===== config.mk =====
export PLATFORM = sky130hd
export DESIGN_NAME = micro_sequencer_flat
export DESIGN_NICKNAME = d
export VERILOG_FILES = /design/src/rtl/micro_seq_pkg.sv /design/src/rtl/micro_sequencer_if.sv /design/src/rtl/micro_seq_stack.sv /design/src/rtl/micro_sequencer.sv /design/src/flat_wrapper.sv
export SDC_FILE = /design/constraint.sdc
export NUM_CORES = 1
export LEC_CHECK = 0
export ABC_AREA = 1
export CAP_MARGIN = 10
export CELL_PAD_IN_SITES_DETAIL_PLACEMENT = 0
export CELL_PAD_IN_SITES_GLOBAL_PLACEMENT = 2
export CORE_ASPECT_RATIO = 1.1
export CORE_MARGIN = 2
export CORE_UTILIZATION = 19
export DETAILED_ROUTE_END_ITERATION = 7
export PLACE_DENSITY_LB_ADDON = 0.2
export SLEW_MARGIN = 0
export SYNTH_ARGS = -nofsm -noshare
export SYNTH_HDL_FRONTEND = slang
export SYNTH_SLANG_ARGS = --single-unit

===== constraint.sdc =====
create_clock -name clock -period 1.6 [get_ports clock]
set_input_delay 0.48 -clock clock [delete_from_list [all_inputs] [get_ports clock]]
set_output_delay 0.48 -clock clock [all_outputs]
set_load 0.005 [all_outputs]

===== src/rtl/micro_seq_pkg.sv =====
// micro_seq_pkg: opcodes, sequencer state and microword field offsets shared
// by the sequencer, its return stack and its bus interface.
package micro_seq_pkg;

    localparam logic [3:0] OP_NEXT   = 4'd0;
    localparam logic [3:0] OP_JMP    = 4'd1;
    localparam logic [3:0] OP_JZ     = 4'd2;
    localparam logic [3:0] OP_JNZ    = 4'd3;
    localparam logic [3:0] OP_JC     = 4'd4;
    localparam logic [3:0] OP_JNC    = 4'd5;
    localparam logic [3:0] OP_CALL   = 4'd6;
    localparam logic [3:0] OP_RET    = 4'd7;
    localparam logic [3:0] OP_LDLOOP = 4'd8;
    localparam logic [3:0] OP_LOOP   = 4'd9;
    localparam logic [3:0] OP_HALT   = 4'd10;

    typedef enum logic [1:0] {
        IDLE  = 2'd0,
        RUN   = 2'd1,
        FAULT = 2'd2
    } seq_state_t;

    // Microword = {op, field, ctrl}; offsets below are measured from CTRL_W.
    localparam int OP_W      = 4;
    localparam int FIELD_W   = 8;
    localparam int FIELD_LSB = 0;
    localparam int OP_LSB    = 8;
    localparam int UW_EXTRA  = OP_W + FIELD_W;

endpackage


===== src/rtl/micro_sequencer_if.sv =====
// micro_sequencer_if: host/ROM/datapath side of the microprogram sequencer.
// master = host + control store + datapath, slave = sequencer.
interface micro_sequencer_if
    import micro_seq_pkg::*;
#(
    parameter int ADDR_W      = 7,
    parameter int CTRL_W      = 17,
    parameter int STACK_DEPTH = 4
);
    localparam int LVL_W = $clog2(STACK_DEPTH + 1);

    logic                       start;
    logic [ADDR_W-1:0]          start_addr;
    logic                       abort;
    logic                       carry_flag;
    logic                       zero_flag;
    logic [CTRL_W+UW_EXTRA-1:0] uword;
    logic [ADDR_W-1:0]          uaddr;
    logic [CTRL_W-1:0]          control_bus;
    logic                       busy;
    logic                       done;
    logic                       fault;
    logic [LVL_W-1:0]           stack_level;

    modport master (
        output start, start_addr, abort, carry_flag, zero_flag, uword,
        input  uaddr, control_bus, busy, done, fault, stack_level
    );

    modport slave (
        input  start, start_addr, abort, carry_flag, zero_flag, uword,
        output uaddr, control_bus, busy, done, fault, stack_level
    );

endinterface


===== src/rtl/micro_seq_stack.sv =====
// micro_seq_stack: small return-address LIFO built as a shift register, so the
// top of stack is always entry 0 and no pointer decode is needed.
module micro_seq_stack #(
    parameter int WIDTH = 7,
    parameter int DEPTH = 4,
    parameter int LVL_W = $clog2(DEPTH + 1)
) (
    input  logic             clock,
    input  logic             reset,
    input  logic             push,
    input  logic             pop,
    input  logic             clear,
    input  logic [WIDTH-1:0] din,
    output logic [WIDTH-1:0] top,
    output logic             full,
    output logic             empty,
    output logic [LVL_W-1:0] level
);

    logic [DEPTH-1:0][WIDTH-1:0] mem;
    logic [LVL_W-1:0]            lvl;

    assign top   = mem[0];
    assign level = lvl;
    assign full  = (lvl == LVL_W'(DEPTH));
    assign empty = (lvl == '0);

    always_ff @(posedge clock) begin
        if (reset || clear) begin
            lvl <= '0;
        end else if (push && !full) begin
            mem <= {mem[DEPTH-2:0], din};
            lvl <= lvl + 1'b1;
        end else if (pop && !empty) begin
            mem <= {mem[DEPTH-1], mem[DEPTH-1:1]};
            lvl <= lvl - 1'b1;
        end
    end

endmodule


===== src/rtl/micro_sequencer.sv =====
// micro_sequencer: microprogram sequencer with loop counter and start/done handshake.
// Define MICRO_SEQ_STACK_EN to build the return stack and enable CALL/RET.
module micro_sequencer
    import micro_seq_pkg::*;
#(
    parameter int ADDR_W      = 7,
    parameter int CTRL_W      = 17,
    parameter int LOOP_W      = 8,
    parameter int STACK_DEPTH = 4
) (
    input  logic              clock,
    input  logic              reset,
    micro_sequencer_if.slave  bus
);

    localparam int LVL_W = $clog2(STACK_DEPTH + 1);

    seq_state_t         state;
    logic [ADDR_W-1:0]  pc, pc_inc, target, nxt_pc;
    logic [LOOP_W-1:0]  loop_cnt;
    logic               done_q;
    logic [OP_W-1:0]    op;
    logic [FIELD_W-1:0] field;
    logic [CTRL_W-1:0]  ctrl;
    logic               running;
    logic               op_fault, op_halt, ld_loop, dec_loop;

    assign op      = bus.uword[CTRL_W+OP_LSB +: OP_W];
    assign field   = bus.uword[CTRL_W+FIELD_LSB +: FIELD_W];
    assign ctrl    = bus.uword[CTRL_W-1:0];
    assign pc_inc  = pc + 1'b1;
    assign target  = field[ADDR_W-1:0];
    assign running = (state == RUN);

`ifdef MICRO_SEQ_STACK_EN
    logic              call_req, ret_req;
    logic              stk_full, stk_empty;
    logic [ADDR_W-1:0] stk_top;
    logic [LVL_W-1:0]  stk_level;

    // Abort wins over the executing word, so it suppresses push/pop and empties the stack.
    micro_seq_stack #(
        .WIDTH (ADDR_W),
        .DEPTH (STACK_DEPTH),
        .LVL_W (LVL_W)
    ) u_stack (
        .clock (clock),
        .reset (reset),
        .push  (running && !bus.abort && call_req),
        .pop   (running && !bus.abort && ret_req),
        .clear ((state == IDLE && bus.start) || (running && bus.abort)),
        .din   (pc_inc),
        .top   (stk_top),
        .full  (stk_full),
        .empty (stk_empty),
        .level (stk_level)
    );

    assign bus.stack_level = stk_level;
`else
    assign bus.stack_level = '0;
`endif

    always_comb begin
        nxt_pc   = pc_inc;
        op_fault = 1'b0;
        op_halt  = 1'b0;
        ld_loop  = 1'b0;
        dec_loop = 1'b0;
`ifdef MICRO_SEQ_STACK_EN
        call_req = 1'b0;
        ret_req  = 1'b0;
`endif
        case (op)
            OP_NEXT:   nxt_pc = pc_inc;
            OP_JMP:    nxt_pc = target;
            OP_JZ:     if (bus.zero_flag)   nxt_pc = target;
            OP_JNZ:    if (!bus.zero_flag)  nxt_pc = target;
            OP_JC:     if (bus.carry_flag)  nxt_pc = target;
            OP_JNC:    if (!bus.carry_flag) nxt_pc = target;
`ifdef MICRO_SEQ_STACK_EN
            OP_CALL: begin
                if (stk_full) op_fault = 1'b1;
                else begin
                    call_req = 1'b1;
                    nxt_pc   = target;
                end
            end
            OP_RET: begin
                if (stk_empty) op_fault = 1'b1;
                else begin
                    ret_req = 1'b1;
                    nxt_pc  = stk_top;
                end
            end
`endif
            OP_LDLOOP: ld_loop = 1'b1;
            OP_LOOP: begin
                if (loop_cnt != '0) begin
                    dec_loop = 1'b1;
                    nxt_pc   = target;
                end
            end
            OP_HALT:   op_halt  = 1'b1;
            default:   op_fault = 1'b1;
        endcase
    end

    always_ff @(posedge clock) begin
        if (reset) begin
            state    <= IDLE;
            pc       <= '0;
            loop_cnt <= '0;
            done_q   <= 1'b0;
        end else begin
            done_q <= 1'b0;
            case (state)
                IDLE: begin
                    if (bus.start) begin
                        state    <= RUN;
                        pc       <= bus.start_addr;
                        loop_cnt <= '0;
                    end
                end
                RUN: begin
                    // pc holds on abort, halt and fault; only a completed word advances it.
                    if (bus.abort) begin
                        state <= IDLE;
                    end else if (op_fault) begin
                        state <= FAULT;
                    end else if (op_halt) begin
                        state  <= IDLE;
                        done_q <= 1'b1;
                    end else begin
                        pc <= nxt_pc;
                        if (ld_loop)       loop_cnt <= field[LOOP_W-1:0];
                        else if (dec_loop) loop_cnt <= loop_cnt - 1'b1;
                    end
                end
                default: ;
            endcase
        end
    end

    assign bus.uaddr       = pc;
    assign bus.busy        = running;
    assign bus.fault       = (state == FAULT);
    assign bus.done        = done_q;
    assign bus.control_bus = running ? ctrl : '0;

endmodule


===== src/flat_wrapper.sv =====
// flat-port wrapper written by rule: the top's interface ports become plain ports
module micro_sequencer_flat import micro_seq_pkg::*;
#(
    parameter int ADDR_W      = 7,
    parameter int CTRL_W      = 17,
    parameter int LOOP_W      = 8,
    parameter int STACK_DEPTH = 4
)
  (clock, reset, bus_start, bus_start_addr, bus_abort, bus_carry_flag, bus_zero_flag, bus_uword, bus_uaddr, bus_control_bus, bus_busy, bus_done, bus_fault, bus_stack_level);
  micro_sequencer_if #(.ADDR_W(ADDR_W), .CTRL_W(CTRL_W), .STACK_DEPTH(STACK_DEPTH)) bus_i ();
  input  logic clock;
  input  logic reset;
  input wire logic [$bits(bus_i.start)-1:0] bus_start;
  input wire logic [$bits(bus_i.start_addr)-1:0] bus_start_addr;
  input wire logic [$bits(bus_i.abort)-1:0] bus_abort;
  input wire logic [$bits(bus_i.carry_flag)-1:0] bus_carry_flag;
  input wire logic [$bits(bus_i.zero_flag)-1:0] bus_zero_flag;
  input wire logic [$bits(bus_i.uword)-1:0] bus_uword;
  output wire logic [$bits(bus_i.uaddr)-1:0] bus_uaddr;
  output wire logic [$bits(bus_i.control_bus)-1:0] bus_control_bus;
  output wire logic [$bits(bus_i.busy)-1:0] bus_busy;
  output wire logic [$bits(bus_i.done)-1:0] bus_done;
  output wire logic [$bits(bus_i.fault)-1:0] bus_fault;
  output wire logic [$bits(bus_i.stack_level)-1:0] bus_stack_level;
  assign bus_i.start = bus_start;
  assign bus_i.start_addr = bus_start_addr;
  assign bus_i.abort = bus_abort;
  assign bus_i.carry_flag = bus_carry_flag;
  assign bus_i.zero_flag = bus_zero_flag;
  assign bus_i.uword = bus_uword;
  assign bus_uaddr = bus_i.uaddr;
  assign bus_control_bus = bus_i.control_bus;
  assign bus_busy = bus_i.busy;
  assign bus_done = bus_i.done;
  assign bus_fault = bus_i.fault;
  assign bus_stack_level = bus_i.stack_level;
  micro_sequencer #(.ADDR_W(ADDR_W), .CTRL_W(CTRL_W), .LOOP_W(LOOP_W), .STACK_DEPTH(STACK_DEPTH)) u_core (.clock(clock), .reset(reset), .bus(bus_i));
endmodule

[Yosys cells after proc, flatten, opt, wreduce, memory -nomap -nowiden]
Index checks and enable logic that the tools add are counted.
Word-level totals
  register bits after elaboration: 18
  input port bits: 42
  output and inout bits: 30
  logic and storage cells: 62
Cells by class
  add/sub/neg operators: 2
  equality and inequality tests: 16
  mux-type cells: 29
  bitwise logic cells: 2
  reduce and logical (&&, ||, !) cells: 9
Operators by type and width (count)
  $mux 7: 9
  $mux 8: 6
  $pmux 7 s6: 1
  $mux 17: 1
  $pmux 8 s2: 1
  $pmux 7 s2: 1
  $eq 4x4->1 const B: 3
  $reduce_or 9->1: 1
  $eq 4x2->1 const B: 2
  $eq 4x3->1 const B: 2
  $mux 2: 4
  $ne 2x2->1 const B: 4
  $reduce_bool 8->1: 1
  $sub 8x1->8 const B: 1
  $add 7x1->7 const B: 1
  $reduce_and 6->1: 1
  $mux 1: 5
  $reduce_and 5->1: 1
  $eq 4x1->1 const B: 1
  $logic_not 4->1: 1
  $ne 4x4->1 const B: 1
  $pmux 2 s2: 1
  $reduce_or 4->1: 1
  $ne 3x3->1 const B: 1
  6 further kinds: 7

[Longest topological paths before layout]
Gate-level depths: netlist of the first run.
  depth in word-level cells: 9
  mapped depth: 13
  depth with buffers taken out: 12

[Least setup slack after synthesis of the first run]
No wires, ideal clock.
  kind: register to output
  start point: reg u_core.state[0]
  end point: out bus_control_bus[10]
  arrival time: 1.300 ns
  data required time: 1.120 ns
  slack: -0.180 ns
  cell stages (with the launch flop): 7
  path buffers: 2
  path through: dfxtp_1 inv_1 nor2_4 clkinv_1 clkbuf_1 clkbuf_1 nor2_1
Between the ends
  longest elaborated chain between the ends: 2
RTL lines
  start: declaration: line micro_sequencer.sv:18  | seq_state_t state;
  start signal: assignment: line micro_sequencer.sv:111  | state <= IDLE;
  start signal: assignment: line micro_sequencer.sv:120  | state <= RUN;
  start signal: assignment: line micro_sequencer.sv:128  | state <= IDLE;
  $eq 2x1->1: line micro_sequencer.sv:33  | assign running = (state == RUN);
  $mux 17: line micro_sequencer.sv:149  | assign bus.control_bus = running ? ctrl : '0;
  end: declaration: line flat_wrapper.sv:20  | output wire logic [$bits(bus_i.control_bus)-1:0] bus_control_bus;
Every way passes these cells.

[Worst setup path in the final report of the first run]
  start point: reg u_core.state[0]
  end point: out bus_control_bus[11]
The elaborated chain is that of the path after synthesis.

==> run_results.csv, run 1 <==
group,metric,value,unit
yosys,synthesized_cell_area,1990,um2
die,initial_core_util,19.3,%
routing,postRouteAntennaNets,0,
yosys,yosysTopAreaCell,"sky130_fd_sc_hd__dfxtp_1",
routing,routed_via_density,4.32,
yosys,synthesis.yosys.warnings,0,
sta,final_setup_violation_count,22,
cts,clock_tree_from_tritoncts,"yes",
routing,routed_wl,8720,um
critical_path,path_cells,"inv_2, nor2_4, buf_6, buf_6, clkinv_8, nor2_4, buf_2",
grt,grt_use_total,15.8,%
power,power.share.switching,36.9,%
min_path,whs_path_depth,2,
cts,ctsHtreeMaxLevel,1,
cts,clock_pin_slew_of_the_registers_on_the_worst_case_setup_and_hold_paths,0.05,ns
power,power.density,605,nW/um2
sta,setup_slack,-0.147,ns
grt,grt_pass1_wl,14300,um
finish,area_growth_from_synthesis_to_layout,97.5,%
critical_path,r2r_setup_slack,-0.08,ns
sta,min_period_over_period,109,%
power,combinationalPowerShare,54.2,%
die,row_count,39,
sta,hold_fails_final_rpt,0,
yosys,synthArstFlopShare,0,%
critical_path,cp_slowest_stage_delay,0.33,ns
outcome,outcome,"finished with violations",
sta,max_freq,573,MHz
yosys,ys_top_cells_by_count,"sky130_fd_sc_hd__nand2_1 (92), sky130_fd_sc_hd__inv_1 (51), sky130_fd_sc_hd__nor2_1 (46), sky130_fd_sc_hd__a21oi_1 (31), sky130_fd_sc_hd__nand3_1 (26)",
min_path,worstHoldPathType,"reg2reg",
power,seq_power_share,22.1,%
die,die_w,101,um
yosys,synth_cell_type_count,36,
cts,max-clock-path-buffers,2,
die,core,10300,um2
yosys,synth_seq_area_share,18.1,%
yosys,synth.most_common_cell,"sky130_fd_sc_hd__nand2_1",
sta,setup_total_negative_slack,-2.04,ns
yosys,avgSynthCellArea,5.53,um2
sta,setup_repair_after_global_routing_missed_its_margin,"true",
cts,worst_skew_pair.late_latency,0.25,ns
critical_path,reg2regPathDepth,12,
power,total_leakage_power,1.95,nW
critical_path,worstPathArrival,1.27,ns
power,p_int,1.50,mW
critical_path,cp-start-kind,"flip-flop",
finish,final.fill_count,1123,
critical_path,worst_setup_path_end_kind,"output pin",
cts,cts_root_buffer,"sky130_fd_sc_hd__clkbuf_16",
yosys,synth_top_cells_by_area,"sky130_fd_sc_hd__dfxtp_1 (18%), sky130_fd_sc_hd__nand2_1 (17%), sky130_fd_sc_hd__inv_1 (9.6%), sky130_fd_sc_hd__nor2_1 (8.7%), sky130_fd_sc_hd__a21oi_1 (7.8%)",
finish,finalNetCount,554,
sta,skew,0.00257,ns
die,boundaryPins,72,
critical_path,top_fanout_value_on_the_critical_path,5,
cts,number_of_buffers_created_by_cts,3,
power,ir_worst_vdd,0.451,mV
yosys,edff_count_synth,0,
sta,final-max-slew-violation-count,0,
routing,detailedRoute.firstIterationViolations,78,
finish,antennaDiodeCount,0,
placed_design,place_ws,-0.680,ns
sta,finalWorstPathRequiredPeriod,1.75,ns
outcome,violations,"setup timing",
power,switchingPower,0.875,mW
grt,first_global_vias,2823,
routing,drcViolationCount,0,
yosys,synthCells,359,
placed_design,finalWeightedCongestion,0.801,
critical_path,worst-setup-path-type,"reg2out",
run,max-cap-violations,0,
yosys,synth_flop_cell,"sky130_fd_sc_hd__dfxtp_1",
die,dieHeight,111,um
cts,tritoncts_num_sinks,18,
die,die_footprint,11300,um2
critical_path,critical_path_required,1.12,ns
grt,grt_max_degree,16,
yosys,yosys_register_bits,18,
placed_design,io_buffer_count,68,
routing,drt_pass1_iterations,4,
routing,routed-via-count,2810,
grt,grt.overflow.total,0,
routing,routed_wl_per_cell,13.4,um
power,clkPwrFrac,23.7,%
critical_path,slowest_stage,"sky130_fd_sc_hd__dfxtp_2",
finish,final_layout_size_suffix_gt1_share,40.0,%
grt,antenna_found_initial,0,
yosys,synth_top_area_share,18.1,%
placed_design,dp.final_hpwl,6660,um
==> per-layer routing <==
| metal | share of wire [%] | GRT usage [%] |
|---|---|---|
| met2 | 50 | 29.0 |
| met5 | 0 | 0 |
| met3 | 5.1 | 1.58 |
| met1 | 44 | 19.9 |
| met4 | 1.0 | 2.43 |
==> worst max-delay path, delay by kind of cell (launching register included) <==
kind	cells	cell delay, ns
AND/OR/NAND/NOR	2	0.24
buffers and inverters	5	0.45
flip-flops	1	0.33
==> registers in the layout, indices dropped and copies added, names as in the netlist <==
register and count:
u_core.loop_cnt 8, u_core.bus.uaddr 7, u_core.state 2, u_core.bus.done 1
==> cell type report <==
class | instances | area [um2] | area share (%)
clock buffer | 4 | 88.8 | 2.27
tap | 143 | 179 | 4.56
timing repair buffer | 152 | 1300 | 33.1
inverter | 57 | 239 | 6.09
sequential | 18 | 373 | 9.51
timing repair inverter | 2 | 27.5 | 0.702
multi-input combinational | 275 | 1720 | 43.7
==> power groups by stage <==
| stage | Sequential (mW) | Combinational, mW | Clock, mW |
|---|---|---|---|
| finish | 0.524 | 1.29 | 0.562 |
| global placement | 0.526 | 1.03 | 0 |
| global route | 0.529 | 1.42 | 0.602 |
| floorplan | 0.533 | 0.515 | 0 |
| CTS | 0.523 | 1.21 | 0.575 |
| detailed placement | 0.526 | 1.03 | 0 |
==> through the flow <==
stage | util [%] | std cells | hold slack [ns] | total power [mW] | cell area, um2
finish | 38.1 | 651 | 0.489 | 2.37 | 3920
global route | 38.1 | 651 | 0.523 | 2.55 | 3920
CTS | 36.8 | 648 | 0.492 | 2.31 | 3790
detailed placement | 31.7 | 621 | 0.478 | 1.55 | 3270
global placement | 31.7 | 621 | 0.479 | 1.56 | 3270
floorplan | - | 361 | 0.453 | 1.05 | 2050
==> timing repair <==
item,in CTS,in global routing
pin swaps,28,20
hold buffers,0,0
buffers inserted,20,7
gates resized for setup,176,46
cloned,4,0
setup endpoints to repair,41,36
==> path summary, 6_finish.rpt <==
check,from,to
hold reg to reg,u_core.loop_cnt[1],u_core.loop_cnt[1]
hold / removal,u_core.loop_cnt[1],u_core.loop_cnt[1]
setup reg to reg,u_core.state[0],u_core.loop_cnt[0]
setup / recovery,u_core.state[0],bus_control_bus[11]
==> cells by family (layout without fill, tap and decap cells) <==
group / count (synthesis) / count (layout) / synth area share (%)
compound gates: 66 / 66 / 18.6
flops: 18 / 18 / 18.1
buf+inv: 70 / 215 / 15.1
other cells: 1 / 3 / 0.189
fa+ha+maj: 3 / 3 / 1.89
xor+xnor: 3 / 3 / 1.32
simple gates: 198 / 200 / 44.8
==> cell usage in the layout, fill, tap and decap left out, types with 2 or more instances in the layout <==
cell                              count
sky130_fd_sc_hd__nand3_1             16
sky130_fd_sc_hd__conb_1               3
sky130_fd_sc_hd__o211ai_1             7
sky130_fd_sc_hd__nand2_2              6
sky130_fd_sc_hd__o21ai_0             11
sky130_fd_sc_hd__nand4_1             15
sky130_fd_sc_hd__dfxtp_2              7
sky130_fd_sc_hd__o21ai_2              3
sky130_fd_sc_hd__clkdlybuf4s50_1     36
sky130_fd_sc_hd__nand2_4              7
sky130_fd_sc_hd__inv_2                4
sky130_fd_sc_hd__clkbuf_16            3
sky130_fd_sc_hd__buf_2               20
sky130_fd_sc_hd__buf_8                3
sky130_fd_sc_hd__ha_1                 2
sky130_fd_sc_hd__clkinv_8             2
sky130_fd_sc_hd__nand2_8              3
sky130_fd_sc_hd__o21a_1               2
sky130_fd_sc_hd__inv_1               48
sky130_fd_sc_hd__or2_2                3
sky130_fd_sc_hd__buf_4               67
sky130_fd_sc_hd__buf_12               2
sky130_fd_sc_hd__dfxtp_1             10
sky130_fd_sc_hd__dlymetal6s2s_1       3
sky130_fd_sc_hd__nand3_2             10
sky130_fd_sc_hd__nor2_1              29
sky130_fd_sc_hd__a21oi_1             21
sky130_fd_sc_hd__a21oi_4              4
sky130_fd_sc_hd__dlygate4sd2_1        7
sky130_fd_sc_hd__nand2_1             83
sky130_fd_sc_hd__nor2_4              15
sky130_fd_sc_hd__buf_6               13
sky130_fd_sc_hd__a22oi_2              2
sky130_fd_sc_hd__a21oi_2              8
sky130_fd_sc_hd__nor2_2               8
sky130_fd_sc_hd__inv_4                3
sky130_fd_sc_hd__o21ai_1              7
sky130_fd_sc_hd__nand3_4              3
Note: power is estimated with default switching activity, not from simulation.
==> inputs of run 2 (changes only) <==
--- a/config.mk
+++ b/config.mk
@@ -6,13 +6,13 @@
 export NUM_CORES = 1
 export LEC_CHECK = 0
 export ABC_AREA = 1
-export CAP_MARGIN = 10
 export CELL_PAD_IN_SITES_DETAIL_PLACEMENT = 0
 export CELL_PAD_IN_SITES_GLOBAL_PLACEMENT = 2
 export CORE_ASPECT_RATIO = 1.1
 export CORE_MARGIN = 2
-export CORE_UTILIZATION = 19
+export CORE_UTILIZATION = 28
 export DETAILED_ROUTE_END_ITERATION = 7
+export DONT_BUFFER_PORTS = 1
 export PLACE_DENSITY_LB_ADDON = 0.2
 export SLEW_MARGIN = 0
 export SYNTH_ARGS = -nofsm -noshare
==> run 2 against run 1 <==
Net effect:
- the flow still finishes with violations (setup timing)
- register-to-register slack better by 0.12 ns
- cell count is 25% lower
- utilization is 1.3 points higher
- via count is 17% lower
- routed wire length is 19% lower
- sequential cell count stayed put
- clock power is 29% lower
- design area is 30% lower
- critical path type unchanged
==> run_results.csv, run 2 (same netlist as run 1, synthesis figures left out) <==
group,metric,value,unit
placed_design,dp.final_hpwl,5550,um
cts,number_of_buffers_created_by_cts,3,
critical_path,reg2regPathDepth,11,
routing,postRouteAntennaNets,0,
cts,ctsHtreeMaxLevel,1,
finish,largest_reg_flops,8,
grt,grt_pass1_wl,11200,um
critical_path,path_cells,"inv_2, nor2_4, buf_6, clkinv_8, nor2_2",
sta,finalWorstPathRequiredPeriod,1.62,ns
critical_path,r2r_setup_slack,0.04,ns
placed_design,post_dp_cell_area,2360,um2
cts,worst_skew_pair.late_latency,0.26,ns
sta,skew,0.00328,ns
finish,finalNetCount,446,
critical_path,worst_setup_path_end_kind,"output pin",
finish,footprint_of_the_multi_input_gates,1530,um2
critical_path,cp-start-kind,"flip-flop",
finish,area_growth_from_synthesis_to_layout,37.4,%
finish,fin_util,39.4,%
die,row_count,32,
grt,grt_use_total,18.0,%
routing,drt_pass1_iterations,4,
die,core,6930,um2
min_path,timing.hold.worst_endpoint,"u_core.state[0]",
sta,max_freq,619,MHz
grt,grt.overflow.total,0,
finish,final_std_cell_area_no_fill,2730,um2
grt,antenna_found_initial,0,
sta,final_setup_violation_count,17,
grt,grt_max_degree,15,
cts,tritoncts_num_sinks,18,
critical_path,critical_path_required,1.12,ns
critical_path,worst_r2r_endpoint,"u_core.bus.uaddr[4]",
die,initial_core_util,28.7,%
routing,detailedRoute.firstIterationViolations,134,
die,dieHeight,92.3,um
routing,routed_wl,7080,um
routing,routed_via_density,4.79,
routing,drcViolationCount,0,
critical_path,worstPathArrival,1.14,ns
sta,setup_repair_after_global_routing_missed_its_margin,"true",
finish,final_common_cell,"sky130_fd_sc_hd__nand2_1",
placed_design,finalWeightedCongestion,0.828,
cts,clock_tree_from_tritoncts,"yes",
finish,final.fill_count,760,
critical_path,slowest_stage,"sky130_fd_sc_hd__dfxtp_2",
sta,setup_total_negative_slack,-0.126,ns
routing,routed_wl_per_cell,14.6,um
finish,regMostFlops,"u_core.loop_cnt",
min_path,whs_path_depth,1,
sta,hold_fails_final_rpt,0,
power,total_leakage_power,1.34,nW
die,boundaryPins,72,
outcome,outcome,"finished with violations",
die,die_w,84.3,um
critical_path,cp_slowest_stage_delay,0.35,ns
sta,setup_slack,-0.0157,ns
sta,min_period_over_period,101,%
finish,antennaDiodeCount,0,
placed_design,io_buffer_count,0,
finish,layout.area.seq,363,um2
finish,highest_count_cells_in_the_layout_ignoring_fill_and_taps,"sky130_fd_sc_hd__nand2_1 (89), sky130_fd_sc_hd__inv_1 (48), sky130_fd_sc_hd__buf_4 (34)",
sta,final-max-slew-violation-count,0,
outcome,violations,"setup timing",
critical_path,worst-setup-path-type,"reg2out",
power,power.density,670,nW/um2
die,die_footprint,7780,um2
power,ir_worst_vdd,0.345,mV
cts,max-clock-path-buffers,2,
cts,clock_pin_slew_of_the_registers_on_the_worst_case_setup_and_hold_paths,0.08,ns
grt,first_global_vias,2265,
critical_path,top_fanout_value_on_the_critical_path,14,
routing,routed-via-count,2325,
min_path,worstHoldPathType,"in2reg",
power,power,1.83,mW
run,max-cap-violations,0,
min_path,hold_start,"reset",
finish,final_layout_size_suffix_gt1_share,30.5,%
critical_path,timing.rr.start,"u_core.state[0]",
cts,cts_root_buffer,"sky130_fd_sc_hd__clkbuf_8",
sta,holdWs,0.264,ns
-- run 2: worst max-delay path: cells and delay by family, from the launching register on --
family / cells / cell delay [ns]
buffers and inverters: 3 / 0.29
AND/OR/NAND/NOR: 2 / 0.22
flip-flops: 1 / 0.35
-- run 2: worst max-delay path by stage --
stage	from	endpoint	slack, ns
6_report	u_core.state[0]	bus_control_bus[9]	-0.02
5_1_grt	u_core.state[0]	bus_control_bus[0]	-0.1
4_1_cts	u_core.state[0]	bus_control_bus[2]	-0.005
3_5_place_dp	bus_uword[28]	u_core.loop_cnt[6]	-0.08
3_3_place_gp	bus_uword[28]	u_core.loop_cnt[0]	-0.07
2_1_floorplan	u_core.state[0]	bus_control_bus[5]	-0.01
-- run 2: metrics by stage --
| step | instances | setup slack [ns] |
|---|---|---|
| 2_1_floorplan | 361 | -0.0131 |
| 3_3_place_gp | 473 | -0.0713 |
| 3_5_place_dp | 473 | -0.0764 |
| 4_1_cts | 485 | -0.00476 |
| 5_1_grt | 485 | -0.0956 |
| 6_report | 485 | -0.0157 |
-- run 2: layout make-up --
type / instances / share of cell area [%]
clock buffer: 4 / 2.02
inverter: 57 / 8.49
multi-input combinational: 273 / 56.0
sequential: 18 / 13.3
tap: 85 / 3.90
timing repair buffer: 47 / 15.7
timing repair inverter: 1 / 0.596
-- run 2: power by group --
group          total [mW]  internal [mW]  switching (mW)
Sequential          0.532          0.489          0.0431
Combinational       0.897          0.393           0.504
Clock               0.399          0.219           0.180
-- run 2: metal layers --
layer | vias to the layer above | routed length (um) | part of all wire (%) | global-route usage, %
met5 | - | 0 | 0 | 0
met4 | 0 | 73 | 1.0 | 4.70
met3 | 4 | 266 | 3.8 | 2.05
met2 | 32 | 3730 | 53 | 32.9
met1 | 1055 | 3010 | 43 | 22.2
li1 | 1234 | - | - | -
-- run 2: repair_timing --
action / CTS / global route
pin swaps: 2 / 12
resized for setup: 9 / 57
hold buffers: 0 / 0
setup endpoints to repair: 20 / 34
cloned: 1 / 0
setup buffers: 7 / 0
